===== config.mk =====
export PLATFORM = sky130hd
export DESIGN_NAME = voice_allocator
export DESIGN_NICKNAME = d
export VERILOG_FILES = /design/src/rtl/voice_allocator_pkg.sv /design/src/rtl/voice_age_tracker.sv /design/src/rtl/voice_allocator.sv
export SDC_FILE = /design/constraint.sdc
export NUM_CORES = 1
export LEC_CHECK = 0
export ABC_AREA = 1
export CORE_MARGIN = 3
export CORE_UTILIZATION = 51
export CTS_CLUSTER_DIAMETER = 30
export DETAILED_ROUTE_END_ITERATION = 10
export GPL_ROUTABILITY_DRIVEN = 0
export PLACE_DENSITY = 0.73
export SETUP_SLACK_MARGIN = 0.2
export SLEW_MARGIN = 20
export SYNTH_ARGS = -nofsm -noshare
export SYNTH_HDL_FRONTEND = slang
export SYNTH_HIERARCHICAL = 1
export SYNTH_SLANG_ARGS = --single-unit

===== constraint.sdc =====
create_clock -name clock_50_000_000 -period 3.1 [get_ports clock_50_000_000]
set_clock_uncertainty 0.2 [all_clocks]
set_input_delay 0.93 -clock clock_50_000_000 [delete_from_list [all_inputs] [get_ports clock_50_000_000]]
set_output_delay 0.93 -clock clock_50_000_000 [all_outputs]
set_load 0.005 [all_outputs]

===== src/rtl/voice_allocator_pkg.sv =====
// ----------------------------------------------------------------------------
// voice_allocator_pkg
// Shared types and constants for the polyphonic voice allocator.
//   voice_state_t  : per-voice lifecycle (FREE / HELD / RELEASING / SUSTAINED)
//   alloc_state_t  : allocator FSM states (IDLE -> SCAN -> COMMIT)
//   NOTE_WIDTH     : MIDI note number width
//   DEFAULT_*      : default parameter values for the allocator
// SUSTAINED is only ever entered when the design is built with
// SUSTAIN_PEDAL_EN defined.
// ----------------------------------------------------------------------------
package voice_allocator_pkg;

  localparam int NOTE_WIDTH         = 7;
  localparam int DEFAULT_NUM_VOICES = 8;
  localparam int DEFAULT_AGE_WIDTH  = 8;

  typedef enum logic [1:0] {
    VOICE_FREE      = 2'd0,
    VOICE_HELD      = 2'd1,
    VOICE_RELEASING = 2'd2,
    VOICE_SUSTAINED = 2'd3
  } voice_state_t;

  typedef enum logic [1:0] {
    ALLOC_IDLE   = 2'd0,
    ALLOC_SCAN   = 2'd1,
    ALLOC_COMMIT = 2'd2
  } alloc_state_t;

endpackage


===== src/rtl/voice_age_tracker.sv =====
// ----------------------------------------------------------------------------
// voice_age_tracker
// Per-voice saturating age counters. A voice's age counts how many note-on
// commits have happened since it was last (re)triggered; the allocator
// steals the voice with the largest age when every voice is busy.
// Ports:
//   clk      : clock
//   reset_l  : asynchronous active-low reset, clears all ages to 0
//   clear    : per-voice, forces the age to 0 (wins over incr)
//   incr     : per-voice, increments the age, saturating at all ones
//   ages     : packed ages, voice i at [i*AGE_WIDTH +: AGE_WIDTH]
// ----------------------------------------------------------------------------
module voice_age_tracker #(
  parameter int NUM_VOICES = 8,
  parameter int AGE_WIDTH  = 8
) (
  input  logic                            clk,
  input  logic                            reset_l,
  input  logic [NUM_VOICES-1:0]           clear,
  input  logic [NUM_VOICES-1:0]           incr,
  output logic [NUM_VOICES*AGE_WIDTH-1:0] ages
);

  for (genvar gi = 0; gi < NUM_VOICES; gi++) begin : g_age
    logic [AGE_WIDTH-1:0] age_reg;

    always_ff @(posedge clk or negedge reset_l) begin
      if (!reset_l) begin
        age_reg <= '0;
      end else if (clear[gi]) begin
        age_reg <= '0;
      end else if (incr[gi] && (age_reg != {AGE_WIDTH{1'b1}})) begin
        age_reg <= age_reg + 1'b1;
      end
    end

    assign ages[gi*AGE_WIDTH +: AGE_WIDTH] = age_reg;
  end

endmodule


===== src/rtl/voice_allocator.sv =====
// ----------------------------------------------------------------------------
// voice_allocator
// Polyphonic voice controller. Accepts note on/off events over a valid/ready
// handshake, scans the voices one per cycle, then commits: a note-on goes to
// the voice already holding that note, else the lowest free voice, else the
// oldest voice (stolen). Emits one-cycle trigger/release pulses and holds the
// note number of each voice. A voice is freed when its envelope reports end
// of release.
// Optional feature macro: SUSTAIN_PEDAL_EN adds the 'sustain' input and the
// SUSTAINED voice state (note-offs deferred until the pedal is lifted).
// Ports:
//   clock_50_000_000   : system clock
//   reset_l            : asynchronous active-low reset
//   sustain            : (SUSTAIN_PEDAL_EN only) pedal level, 1 = held
//   note_valid/ready   : event handshake, ready only in IDLE
//   note_on            : 1 = note on, 0 = note off
//   note_number        : MIDI note number
//   voice_envelope_end : per-voice pulse, release phase finished
//   voice_trigger      : per-voice pulse, start/restart voice
//   voice_release      : per-voice pulse, enter release
//   voice_note         : note number per voice, voice i at [i*7 +: 7]
//   voice_active       : per-voice, state != FREE
// Timing: event accepted in cycle 0, voices scanned in cycles 1..NUM_VOICES,
// commit pulses in cycle NUM_VOICES+1, ready again in cycle NUM_VOICES+2.
// ----------------------------------------------------------------------------
module voice_allocator
  import voice_allocator_pkg::*;
#(
  parameter int NUM_VOICES = DEFAULT_NUM_VOICES,
  parameter int AGE_WIDTH  = DEFAULT_AGE_WIDTH
) (
  input  logic                             clock_50_000_000,
  input  logic                             reset_l,
`ifdef SUSTAIN_PEDAL_EN
  input  logic                             sustain,
`endif
  input  logic                             note_valid,
  output logic                             note_ready,
  input  logic                             note_on,
  input  logic [NOTE_WIDTH-1:0]            note_number,
  input  logic [NUM_VOICES-1:0]            voice_envelope_end,
  output logic [NUM_VOICES-1:0]            voice_trigger,
  output logic [NUM_VOICES-1:0]            voice_release,
  output logic [NUM_VOICES*NOTE_WIDTH-1:0] voice_note,
  output logic [NUM_VOICES-1:0]            voice_active
);

  localparam int IDX_W = $clog2(NUM_VOICES);

  alloc_state_t state_reg, state_next;

  // Latched event and scan results
  logic                  event_on_reg;
  logic [NOTE_WIDTH-1:0] event_note_reg;
  logic [IDX_W-1:0]      scan_idx_reg;
  logic                  match_found_reg;
  logic [IDX_W-1:0]      match_idx_reg;
  logic                  free_found_reg;
  logic [IDX_W-1:0]      free_idx_reg;
  logic [IDX_W-1:0]      oldest_idx_reg;
  logic [AGE_WIDTH-1:0]  oldest_age_reg;

  // Per-voice state
  voice_state_t          vstate_reg [NUM_VOICES];
  logic [NOTE_WIDTH-1:0] vnote_reg  [NUM_VOICES];

  logic [NUM_VOICES*AGE_WIDTH-1:0] ages;
  logic [NUM_VOICES-1:0]           age_clear;
  logic [NUM_VOICES-1:0]           age_incr;

  logic [NUM_VOICES-1:0] trigger_hit;
  logic [NUM_VOICES-1:0] release_hit;
  logic [NUM_VOICES-1:0] sustain_hit;
  logic [NUM_VOICES-1:0] pedal_hit;

  logic                  is_commit;
  logic                  match_held;
  logic                  do_trigger;
  logic                  do_release;
  logic                  do_sustain;
  logic                  pedal_fall;
  logic [IDX_W-1:0]      target_idx;

  voice_state_t          scan_state;
  logic [NOTE_WIDTH-1:0] scan_note;
  logic [AGE_WIDTH-1:0]  scan_age;

  // --------------------------------------------------------------------------
  // Allocator FSM
  // --------------------------------------------------------------------------
  always_ff @(posedge clock_50_000_000 or negedge reset_l) begin
    if (!reset_l) begin
      state_reg <= ALLOC_IDLE;
    end else begin
      state_reg <= state_next;
    end
  end

  always_comb begin
    state_next = state_reg;
    note_ready = 1'b0;
    unique case (state_reg)
      ALLOC_IDLE: begin
        // Gated with reset_l so ready stays low while reset is held.
        note_ready = reset_l;
        if (note_valid) begin
          state_next = ALLOC_SCAN;
        end
      end
      ALLOC_SCAN: begin
        if (scan_idx_reg == IDX_W'(NUM_VOICES - 1)) begin
          state_next = ALLOC_COMMIT;
        end
      end
      ALLOC_COMMIT: begin
        state_next = ALLOC_IDLE;
      end
      default: begin
        state_next = ALLOC_IDLE;
      end
    endcase
  end

  // --------------------------------------------------------------------------
  // Event latch and sequential voice scan
  // --------------------------------------------------------------------------
  assign scan_state = vstate_reg[scan_idx_reg];
  assign scan_note  = vnote_reg[scan_idx_reg];
  assign scan_age   = ages[scan_idx_reg*AGE_WIDTH +: AGE_WIDTH];

  always_ff @(posedge clock_50_000_000 or negedge reset_l) begin
    if (!reset_l) begin
      event_on_reg    <= 1'b0;
      event_note_reg  <= '0;
      scan_idx_reg    <= '0;
      match_found_reg <= 1'b0;
      match_idx_reg   <= '0;
      free_found_reg  <= 1'b0;
      free_idx_reg    <= '0;
      oldest_idx_reg  <= '0;
      oldest_age_reg  <= '0;
    end else begin
      unique case (state_reg)
        ALLOC_IDLE: begin
          if (note_valid) begin
            event_on_reg    <= note_on;
            event_note_reg  <= note_number;
            scan_idx_reg    <= '0;
            match_found_reg <= 1'b0;
            free_found_reg  <= 1'b0;
            oldest_idx_reg  <= '0;
            oldest_age_reg  <= '0;
          end
        end
        ALLOC_SCAN: begin
          if (!match_found_reg && (scan_state != VOICE_FREE) &&
              (scan_note == event_note_reg)) begin
            match_found_reg <= 1'b1;
            match_idx_reg   <= scan_idx_reg;
          end
          if (!free_found_reg && (scan_state == VOICE_FREE)) begin
            free_found_reg <= 1'b1;
            free_idx_reg   <= scan_idx_reg;
          end
          // Strict compare keeps the lowest index on equal ages.
          if ((scan_idx_reg == '0) || (scan_age > oldest_age_reg)) begin
            oldest_idx_reg <= scan_idx_reg;
            oldest_age_reg <= scan_age;
          end
          scan_idx_reg <= scan_idx_reg + 1'b1;
        end
        default: begin
        end
      endcase
    end
  end

  // --------------------------------------------------------------------------
  // Commit decode
  // --------------------------------------------------------------------------
  assign is_commit  = (state_reg == ALLOC_COMMIT);
  assign match_held = match_found_reg && (vstate_reg[match_idx_reg] == VOICE_HELD);
  assign do_trigger = is_commit && event_on_reg;

  always_comb begin
    target_idx = match_idx_reg;
    if (event_on_reg && !match_found_reg) begin
      target_idx = free_found_reg ? free_idx_reg : oldest_idx_reg;
    end
  end

`ifdef SUSTAIN_PEDAL_EN
  logic sustain_prev_reg;

  always_ff @(posedge clock_50_000_000 or negedge reset_l) begin
    if (!reset_l) begin
      sustain_prev_reg <= 1'b0;
    end else begin
      sustain_prev_reg <= sustain;
    end
  end

  assign pedal_fall = sustain_prev_reg && !sustain;
  assign do_release = is_commit && !event_on_reg && match_held && !sustain;
  assign do_sustain = is_commit && !event_on_reg && match_held && sustain;
`else
  assign pedal_fall = 1'b0;
  assign do_release = is_commit && !event_on_reg && match_held;
  assign do_sustain = 1'b0;
`endif

  for (genvar gi = 0; gi < NUM_VOICES; gi++) begin : g_voice
    assign trigger_hit[gi] = do_trigger && (target_idx == IDX_W'(gi));
    assign release_hit[gi] = do_release && (target_idx == IDX_W'(gi));
    assign sustain_hit[gi] = do_sustain && (target_idx == IDX_W'(gi));
    // The commit's own target is never released by the pedal in the same cycle.
    assign pedal_hit[gi]   = pedal_fall && (vstate_reg[gi] == VOICE_SUSTAINED) &&
                             !(trigger_hit[gi] || release_hit[gi] || sustain_hit[gi]);

    assign voice_trigger[gi] = trigger_hit[gi];
    assign voice_release[gi] = release_hit[gi] || pedal_hit[gi];
    assign voice_active[gi]  = (vstate_reg[gi] != VOICE_FREE);
    assign voice_note[gi*NOTE_WIDTH +: NOTE_WIDTH] = vnote_reg[gi];

    assign age_clear[gi] = trigger_hit[gi];
    assign age_incr[gi]  = do_trigger && !trigger_hit[gi] &&
                           (vstate_reg[gi] != VOICE_FREE);
  end

  // --------------------------------------------------------------------------
  // Per-voice state. Trigger has priority, so an envelope end arriving on
  // the cycle a voice is retriggered leaves it HELD.
  // --------------------------------------------------------------------------
  always_ff @(posedge clock_50_000_000 or negedge reset_l) begin
    if (!reset_l) begin
      for (int i = 0; i < NUM_VOICES; i++) begin
        vstate_reg[i] <= VOICE_FREE;
        vnote_reg[i]  <= '0;
      end
    end else begin
      for (int i = 0; i < NUM_VOICES; i++) begin
        if (trigger_hit[i]) begin
          vstate_reg[i] <= VOICE_HELD;
          vnote_reg[i]  <= event_note_reg;
        end else if (release_hit[i] || pedal_hit[i]) begin
          vstate_reg[i] <= VOICE_RELEASING;
        end else if (sustain_hit[i]) begin
          vstate_reg[i] <= VOICE_SUSTAINED;
        end else if (voice_envelope_end[i] && (vstate_reg[i] == VOICE_RELEASING)) begin
          vstate_reg[i] <= VOICE_FREE;
        end
      end
    end
  end

  voice_age_tracker #(
    .NUM_VOICES (NUM_VOICES),
    .AGE_WIDTH  (AGE_WIDTH)
  ) u_age_tracker (
    .clk     (clock_50_000_000),
    .reset_l (reset_l),
    .clear   (age_clear),
    .incr    (age_incr),
    .ages    (ages)
  );

endmodule


Yosys cells after proc, flatten, opt, wreduce, memory -nomap -nowiden
Cells that the tools add are included.
{ "classes": {"n_addsub": 9, "eq_ne": 33, "magnitude_cmp": 3, "shifts": 1, "reduce_logical": 106, "div_mod_pow": 0, "muxes": 67, "n_mul": 0, "bitwise_logic": 2} }
{ "op_table": {"columns": ["op", "count"], "rows": [
  ["$mux 8", 18],
  ["$add 8x1->8 const B", 8],
  ["$ne 8x8->1 const B", 8],
  ["$shiftx 64x7->8", 1],
  ["$mux 2", 30],
  ["$logic_and 1x1->1", 56],
  ["$reduce_bool 2->1", 18],
  ["$reduce_bool 3->1", 8],
  ["$bmux 7 s3", 1],
  ["$eq 2x2->1 const B", 9],
  ["$pmux 8 s2", 1],
  ["$eq 3x3->1 const B", 5],
  ["$mux 7", 2],
  ["$bmux 2 s3", 2],
  ["$mux 3", 4],
  ["$pmux 3 s2", 2],
  ["$logic_not 1->1", 11],
  ["$ne 2x2->1 const B", 5],
  ["$reduce_and 2->1", 5],
  ["$reduce_and 3->1", 3],
  ["$ge 4x4->1 const B", 2],
  ["$gt 8x8->1", 1],
  ["$not 3->4", 2],
  ["$eq 7x7->1", 1],
  ["10 further kinds", 18]
]} }
{ "word_totals": {"mem_bits_ro": 0, "memories": 0, "in_bits": 19, "elab_cells": 255, "ramBits": 0, "reg_bits": 168, "latchBits": 0} }

Longest topological paths before layout
Gate-level depths: netlist (run 1).
{ "logic_depth": {"depth_word": 11, "ltp_mapped": 18, "mapped_depth_nobuf": 16} }

Hierarchy
Netlist (run 1), hierarchy kept.
{ "by_module_without_submodules": {"columns": ["mod", "seq_area_each_um2", "instances", "area_per_inst_um2", "cells_each"], "rows": [
  ["voice_allocator", 2602.5, 1, 6038.3, 840],
  ["voice_age_tracker", 1601.5, 1, 3799.9, 546]
]} }

Worst setup path after synthesis (run 1)
OpenSTA, ideal clock, no wires.
{ "synth_path": {"path_kind": "register to register", "from": "register scan_idx_reg[1]", "to": "register oldest_age_reg[0]", "setup_slack_ns": 0.381, "stages_incl_launch_ff": 17, "t_required_ns": 2.834, "path_buffers": 3, "setup_ns": 0.066, "t_arrival_ns": 2.453, "path_cell_list": "dfrtp_1 buf_2 clkbuf_1 o21ai_0 o22ai_1 inv_1 o21ai_0 inv_1 ha_1 nor2_1 nor2_1 o21ai_0 a21oi_1 o21ai_0 clkbuf_1 nand3_1 nand2_1"} }
{ "synth_via": {"elab_chain_cells": 5, "elab_cells_between_ends": 8} }
{ "synth_lines": {"columns": ["element", "line_no", "source"], "rows": [
  ["from (decl)", "voice_allocator.sv:55", "logic [IDX_W-1:0] scan_idx_reg;"],
  ["from (signal assigned)", "voice_allocator.sv:170", "scan_idx_reg <= scan_idx_reg + 1'b1;"],
  ["$shiftx 64x7->8", "voice_allocator.sv:129", "assign scan_age = ages[scan_idx_reg*AGE_WIDTH +: AGE_WIDTH];"],
  ["$gt 8x8->1", "voice_allocator.sv:166", "if ((scan_idx_reg == '0) || (scan_age > oldest_age_reg)) begin"],
  ["$logic_or 1x1->1", "voice_allocator.sv:166", null],
  ["$ne 2x2->1 (no line)", null, null],
  ["$reduce_and 3->1 (no line)", null, null],
  ["to (signal assigned)", "voice_allocator.sv:168", "oldest_age_reg <= scan_age;"],
  ["to (decl)", "voice_allocator.sv:61", "logic [AGE_WIDTH-1:0] oldest_age_reg;"]
]} }
Several ways; a longest one is shown, not always the timed one. The select of a mux whose other input is x is not followed.
A chain may end at the register's enable or synchronous reset.

Worst setup path after layout (run 1)
{ "layout_path": {"from": "register free_found_reg", "to": "output voice_trigger[1]"} }
{ "layout_via": {"elab_chain_cells": 4} }
{ "layout_lines": {"columns": ["element", "line_no", "source"], "rows": [
  ["from (decl)", "voice_allocator.sv:58", "logic free_found_reg;"],
  ["from (signal assigned)", "voice_allocator.sv:138", "free_found_reg <= 1'b0;"],
  ["from (signal assigned)", "voice_allocator.sv:150", "free_found_reg <= 1'b0;"],
  ["from (signal assigned)", "voice_allocator.sv:162", "free_found_reg <= 1'b1;"],
  ["$mux 3", "voice_allocator.sv:188", "target_idx = free_found_reg ? free_idx_reg : oldest_idx_reg;"],
  ["$mux 3", "voice_allocator.sv:187", "if (event_on_reg && !match_found_reg) begin"],
  ["$eq 3x1->1", null, null],
  ["$logic_and 1x1->1", "voice_allocator.sv:213", "assign trigger_hit[gi] = do_trigger && (target_idx == IDX_W'(gi));"],
  ["to (decl)", "voice_allocator.sv:42", "output logic [NUM_VOICES-1:0] voice_trigger,"]
]} }
No other way between the ends.

==> results of run 1 <==
worst paths after layout:
kind                            depth (start not counted)                             to
worst max-delay path                                   11               voice_trigger[1]
worst min-delay path                                    2  oldest_age_reg[6]$_DFFE_PN0P_
worst max register to register                         14  oldest_idx_reg[1]$_DFFE_PN0P_
worst min register to register                          2  oldest_age_reg[6]$_DFFE_PN0P_
max in group asynchronous                               2   match_idx_reg[0]$_DFFE_PN0P_
min in group asynchronous                               2     voice_note[11]$_DFFE_PN0P_
stage by stage:
| stage | TNS, ns | instances | hold slack, ns |
|---|---|---|---|
| floorplan | 0 | 1386 | 0.2419 |
| global placement | -0.003084 | 1743 | 0.2545 |
| detailed placement | -0.03143 | 1743 | 0.2627 |
| CTS | 0 | 1800 | 0.2789 |
| global route | -0.9793 | 1819 | 0.3109 |
| finish | -0.2021 | 1819 | 0.2805 |
cells in the mapped netlist (2+ instances only):
cell      count
inv_2        10
o22ai_1      16
a21oi_1      41
nand2_2      17
buf_2        18
clkinv_2      4
o21ai_0     111
buf_4         2
nor2_1      123
nor2_4        7
ha_1         19
or2_2         4
nor3_1       10
buf_6         9
clkinv_1      2
o31ai_1       4
nand2_1     424
nor2_2        6
nand4_1      10
o211ai_1      2
nand3_1     126
o21ai_2       3
inv_1       164
clkbuf_1     11
xor2_1        7
o21ai_1      41
a31oi_1       4
dfrtp_1     168
o21bai_1     11
nand2_4       3
per-layer routing:
layer	GRT usage	share of wire	wire length [um]
met5	0	0	0
met4	0.06578	0.019	597
met3	0.06310	0.084	2615
met2	0.4396	0.46	14370
met1	0.4027	0.43	13470
worst register-to-register path, delay by kind of cell (launching register included):
| family | cells | cell delay, ns |
|---|---|---|
| fa+ha+maj | 1 | 0.32 |
| compound gates | 6 | 1.06 |
| flops | 1 | 0.50 |
| buf+inv | 2 | 0.29 |
| simple gates | 5 | 0.53 |
cells in the final DEF, fill, tap and decap left out, types with 6 or more instances in the layout:
master / instances
dfrtp_1: 166
nor2_4: 21
o21bai_1: 11
inv_1: 154
nand2_2: 26
nor2_2: 12
buf_12: 6
inv_4: 6
nor3_1: 9
clkdlybuf4s50_1: 82
nand4_1: 10
o22ai_1: 10
o21ai_2: 7
o21ai_1: 55
nand3_1: 122
inv_2: 14
inv_6: 7
nand2_4: 10
ha_1: 14
o21ai_0: 89
clkbuf_16: 21
buf_6: 25
nor2_1: 103
o22ai_2: 6
buf_4: 55
nand2_1: 409
buf_2: 8
a21oi_1: 39
xor2_1: 7
cell families after synthesis:
kind of cell               synth area share
xor gates and xnor gates           0.006232
adders and majority gates           0.02416
and+or+nand+nor                      0.3174
AOI/OAI and AO/OA                    0.1286
DFF                                  0.4273
buffers and inverters               0.09627
area by class of cell:
class                      count  area (um^2)  area share
tap                          260        325.3     0.02553
clock inverter                15        177.7     0.01394
timing repair inverter         1        8.758   0.0006872
multi-input combinational    996         5102      0.4004
timing repair buffer         180         1775      0.1393
clock buffer                  17        425.4     0.03338
sequential                   168         4209      0.3303
inverter                     182        720.7     0.05655
power by group:
| group | switching, W | internal [W] | total [W] | leakage [nW] |
|---|---|---|---|---|
| Clock | 0.000988 | 0.00122 | 0.00221 | 0.288 |
| Sequential | 0.000298 | 0.00247 | 0.00277 | 2.25 |
| Combinational | 0.00313 | 0.00202 | 0.00515 | 3.55 |
| Total | 0.00441 | 0.00571 | 0.0101 | 6.09 |
what timing repair did:
item | 4_1_cts | 5_1_grt
endpoints found under the hold margin | 0 | 0
pin swaps | 28 | 36
resized for setup | 135 | 100
setup endpoints to repair | 27 | 27
buffers inserted | 25 | 12
gates cloned | 0 | 7
==> impl_metrics.env, run 1 <==
export IMPL_grtUsageTotal=0.2818
export IMPL_setup_ws_ns=-0.07155
export IMPL_leakage_nw=6.090
export IMPL_nFillCells=1497
export IMPL_synth_yosys_warnings=6
export IMPL_path_class="flop to output port"
export IMPL_die_area_mm2=0.02099
export IMPL_drive_gt1_frac=0.1713
export IMPL_cts_sinks=168
export IMPL_synth_top_area_share=0.4273
export IMPL_fmax_ghz=0.3153
export IMPL_cts_hold_buf=0
export IMPL_synth_area_top_cells="dfrtp_1 (43%), nand2_1 (16%), nand3_1 (6.4%)"
export IMPL_clk_path_buf_depth=2
export IMPL_hold_viol_final=0
export IMPL_maxCapViolCount=0
export IMPL_ant_nets=0
export IMPL_wl_mm=31.06
export IMPL_cpPeakStageDelay_ns=0.40
export IMPL_first_pass_iters=5
export IMPL_numCtsBuffers=17
export IMPL_ys_flop_type="dfrtp_1"
export IMPL_gr_total_overflow=0
export IMPL_postSynthAreaPerCell_um2=7.098
export IMPL_largest_reg_flops=64
export IMPL_vias_per_cell=5.495
export IMPL_core_mm2=0.01883
export IMPL_drc=0
export IMPL_syn_cell_area_mm2=0.009838
export IMPL_path_delay_family="buffers and inverters"
export IMPL_startpoint_type="flop"
export IMPL_cts_root_buf="clkbuf_16"
export IMPL_rows=50
export IMPL_slew_headroom=0.3901
export IMPL_path_cells="inv_2 > nand2_1 > nand2_1 > nand2_1 > o21ai_2 > inv_2 > nor2_4 > buf_4 > nand3_2 > inv_2 > buf_6"
export IMPL_dpl_hpwl_mm=20.34
export IMPL_status="complete, but fails checks"
export IMPL_initial_core_util=0.5225
export IMPL_cp_data_required_time_ns=1.97
export IMPL_async_reset_ff_frac=1.000
export IMPL_arrival_ns=2.04
export IMPL_cts_htree_levels=4
export IMPL_place_area_mm2=0.01121
export IMPL_grt_pass1_vias=8910
export IMPL_fin_crit_sh=1.023
export IMPL_grt_pass1_wl_mm=46.27
export IMPL_synth_top_area_cell="dfrtp_1"
export IMPL_power_w=0.01013
export IMPL_synth_nets=1424
export IMPL_ys_ff_latch=168
export IMPL_cp_slowest_cell="dfrtp_1"
export IMPL_worstPathMaxFanout=7
export IMPL_final_cell_area_mm2=0.01274
export IMPL_dpl_worst_slack_ns=-0.03143
export IMPL_p_per_area_mw_per_mm2=794.6
export IMPL_wl_per_cell_um=17.08
export IMPL_synth_edff_count=0
export IMPL_rsz0062_at_grt="true"
export IMPL_tightest_slew_ns=0.9149
export IMPL_synthDistinctLibCells=39
export IMPL_nNetsFinal=1584
export IMPL_path_clk_slew_ns=0.07
export IMPL_die_h_um=144.9
export IMPL_hp_class="flop to flop"
export IMPL_r2r_start="scan_idx_reg[0]$_DFFE_PN0P_"
export IMPL_grt_start_max_net_pins=169
export IMPL_cp_startpoint="free_found_reg$_DFFE_PN0P_"
export IMPL_io_pins=100
export IMPL_synthToLayoutAreaGrowth_pct=29.54
export IMPL_grt_antenna_before_repair=0
export IMPL_diodes=0
export IMPL_numPortBuffers=99
export IMPL_endpoint_kind="output port"
export IMPL_drv_slew=0
export IMPL_ir_drop_v=0.0005799
export IMPL_final_util=0.6768
export IMPL_cp_num_buf_inv=5
export IMPL_synth_cells=1386
export IMPL_cts_tree="yes"
export IMPL_failed_checks="negative setup slack"
export IMPL_num_vias=9996
export IMPL_clk_latency_ns=0.44
export IMPL_dieWidth_um=144.9
export IMPL_drt_iter0_markers=1037
export IMPL_rrSetupSlack_ns=0.10
export IMPL_finalSetupViolations=7
export IMPL_hp_start="oldest_age_reg[6]$_DFFE_PN0P_"
export IMPL_yosysSeqAreaShare=0.4273
export IMPL_min_period_ns=3.172
(Power assumes the default switching activity.)
==> run 2, diff against run 1 <==
- SKIP_CTS_REPAIR_TIMING: default -> 1
==> run 2 against run 1 <==
Compared with the run above:
- the flow still finishes with violations (negative setup slack)
- via count is 2.3% lower
- worst setup slack worse by 0.072 ns
- final area is 3.2% lower
- utilization is 2.2 points lower
- worst hold slack worse by 0.011 ns
- sequential power hardly changed
- maximum frequency is 2.2% lower
==> impl_metrics.env, run 2 (synthesized netlist as in run 1, its figures left out) <==
export IMPL_status="complete, but fails checks"
export IMPL_failed_checks="negative setup slack"
export IMPL_arrival_ns=2.11
export IMPL_die_h_um=144.9
export IMPL_path_class="flop to output port"
export IMPL_worstPathMaxFanout=7
export IMPL_min_period_ns=3.244
export IMPL_rows=50
export IMPL_cellInternalPower_w=0.005320
export IMPL_diodes=0
export IMPL_num_vias=9762
export IMPL_cts_sinks=168
export IMPL_final_util=0.6552
export IMPL_nNetsFinal=1567
export IMPL_clk_latency_ns=0.43
export IMPL_fmax_ghz=0.3083
export IMPL_grt_pass1_vias=8635
export IMPL_fin_crit_sh=1.046
export IMPL_cts_root_buf="clkbuf_16"
export IMPL_dieWidth_um=144.9
export IMPL_share_seq_of_total_power=0.297
export IMPL_p_sw_w=0.004039
export IMPL_first_pass_iters=5
export IMPL_tightest_slew_ns=0.9961
export IMPL_layout_common_cells="nand2_1 (415), dfrtp_1 (165), inv_1 (154)"
export IMPL_grt_pass1_wl_mm=44.73
export IMPL_vias_per_cell=5.417
export IMPL_dpl_hpwl_mm=20.34
export IMPL_initial_core_util=0.5225
export IMPL_use_met1=0.3954
export IMPL_drt_iter0_markers=987
export IMPL_numCtsBuffers=17
export IMPL_hp_class="flop to flop"
export IMPL_rrSetupSlack_ns=0.34
export IMPL_layout_commonest_cell="nand2_1"
export IMPL_cp_data_required_time_ns=1.97
export IMPL_grtUsageMet3=0.05849
export IMPL_power_w=0.009360
export IMPL_clk_path_buf_depth=2
export IMPL_numPortBuffers=99
export IMPL_leakage_nw=5.921
export IMPL_ir_drop_v=0.0005030
export IMPL_setup_ws_ns=-0.1436
export IMPL_switching_share=0.4316
export IMPL_die_area_mm2=0.02099
export IMPL_pwr_share_clk=0.235
export IMPL_core_mm2=0.01883
export IMPL_top_usage_layer="met2"
export IMPL_gr_total_overflow=0
export IMPL_maxCapViolCount=0
export IMPL_ant_nets=0
export IMPL_drc=0
export IMPL_dpl_worst_slack_ns=-0.03143
export IMPL_p_per_area_mw_per_mm2=758.7
export IMPL_path_clk_slew_ns=0.07
export IMPL_grt_antenna_before_repair=0
export IMPL_drv_slew=0
export IMPL_largest_reg_flops=64
export IMPL_rsz0062_at_grt="true"
export IMPL_grt_use_met2=0.4192
export IMPL_drive_gt1_frac=0.1472
export IMPL_wl_mm=29.77
export IMPL_endpoint_kind="output port"
export IMPL_cts_htree_levels=4
export IMPL_finalSetupViolations=15
export IMPL_slew_headroom=0.3359
export IMPL_wl_per_cell_um=16.52
export IMPL_pwr_share_comb=0.468
export IMPL_io_pins=100
export IMPL_startpoint_type="flop"
export IMPL_grt_start_max_net_pins=169
export IMPL_hold_viol_final=0
export IMPL_synthToLayoutAreaGrowth_pct=25.40
export IMPL_cts_tree="yes"
export IMPL_grtUsageTotal=0.2722
-- run 2: power groups by stage --
stage	sequential [W]	clock [W]	combinational (W)
after floorplan	0.00267	0	0.00248
after global placement	0.00277	0	0.00341
after detailed placement	0.00278	0	0.00346
after CTS	0.00274	0.00222	0.00350
after global routing	0.00281	0.00232	0.00481
final	0.00278	0.00220	0.00438
-- run 2: critical path, cell delays in order, from the launching register on --
cell	delay, ns
dfrtp_1	0.40
inv_2	0.14
nand2_1	0.08
o211ai_1	0.17
o21ai_4	0.13
buf_6	0.16
buf_6	0.12
nor2_4	0.11
buf_6	0.12
inv_4	0.03
nor2_4	0.08
buf_2	0.14
-- run 2: stage by stage --
step / hold WS, ns / instances / TNS [ns] / cell area (um^2)
finish: 0.2699 / 1802 / -0.9089 / 12340
global route: 0.2960 / 1802 / -2.052 / 12340
floorplan: 0.2419 / 1386 / 0 / 9838
CTS: 0.2789 / 1775 / -6.230 / 11810
global placement: 0.2545 / 1743 / -0.003084 / 11210
detailed placement: 0.2627 / 1743 / -0.03143 / 11210
-- run 2: area by class of cell --
type / count / area (um^2)
Timing Repair Buffer: 164 / 1568
Sequential cell: 168 / 4208
Clock inverter: 15 / 177.7
Inverter: 182 / 723.2
Clock buffer: 17 / 425.4
Multi-Input combinational cell: 996 / 4910
Tap cell: 260 / 325.3
Fill cell: 1580 / 6494
-- run 2: worst paths after layout --
path                                               start                             to  cells after the start
setup / recovery              free_found_reg$_DFFE_PN0P_               voice_release[3]                     11
hold / removal             oldest_age_reg[6]$_DFFE_PN0P_  oldest_age_reg[6]$_DFFE_PN0P_                      2
setup reg to reg             scan_idx_reg[0]$_DFFE_PN0P_  oldest_age_reg[3]$_DFFE_PN0P_                     15
hold reg to reg            oldest_age_reg[6]$_DFFE_PN0P_  oldest_age_reg[6]$_DFFE_PN0P_                      2
max in group asynchronous                        reset_l   match_idx_reg[0]$_DFFE_PN0P_                      2
min in group asynchronous                        reset_l      voice_note[4]$_DFFE_PN0P_                      2
-- run 2: layer usage --
layer	vias up	routed length, um
li1	4723	-
met1	4554	13130
met2	441	13570
met3	44	2599
met4	0	476
met5	-	0
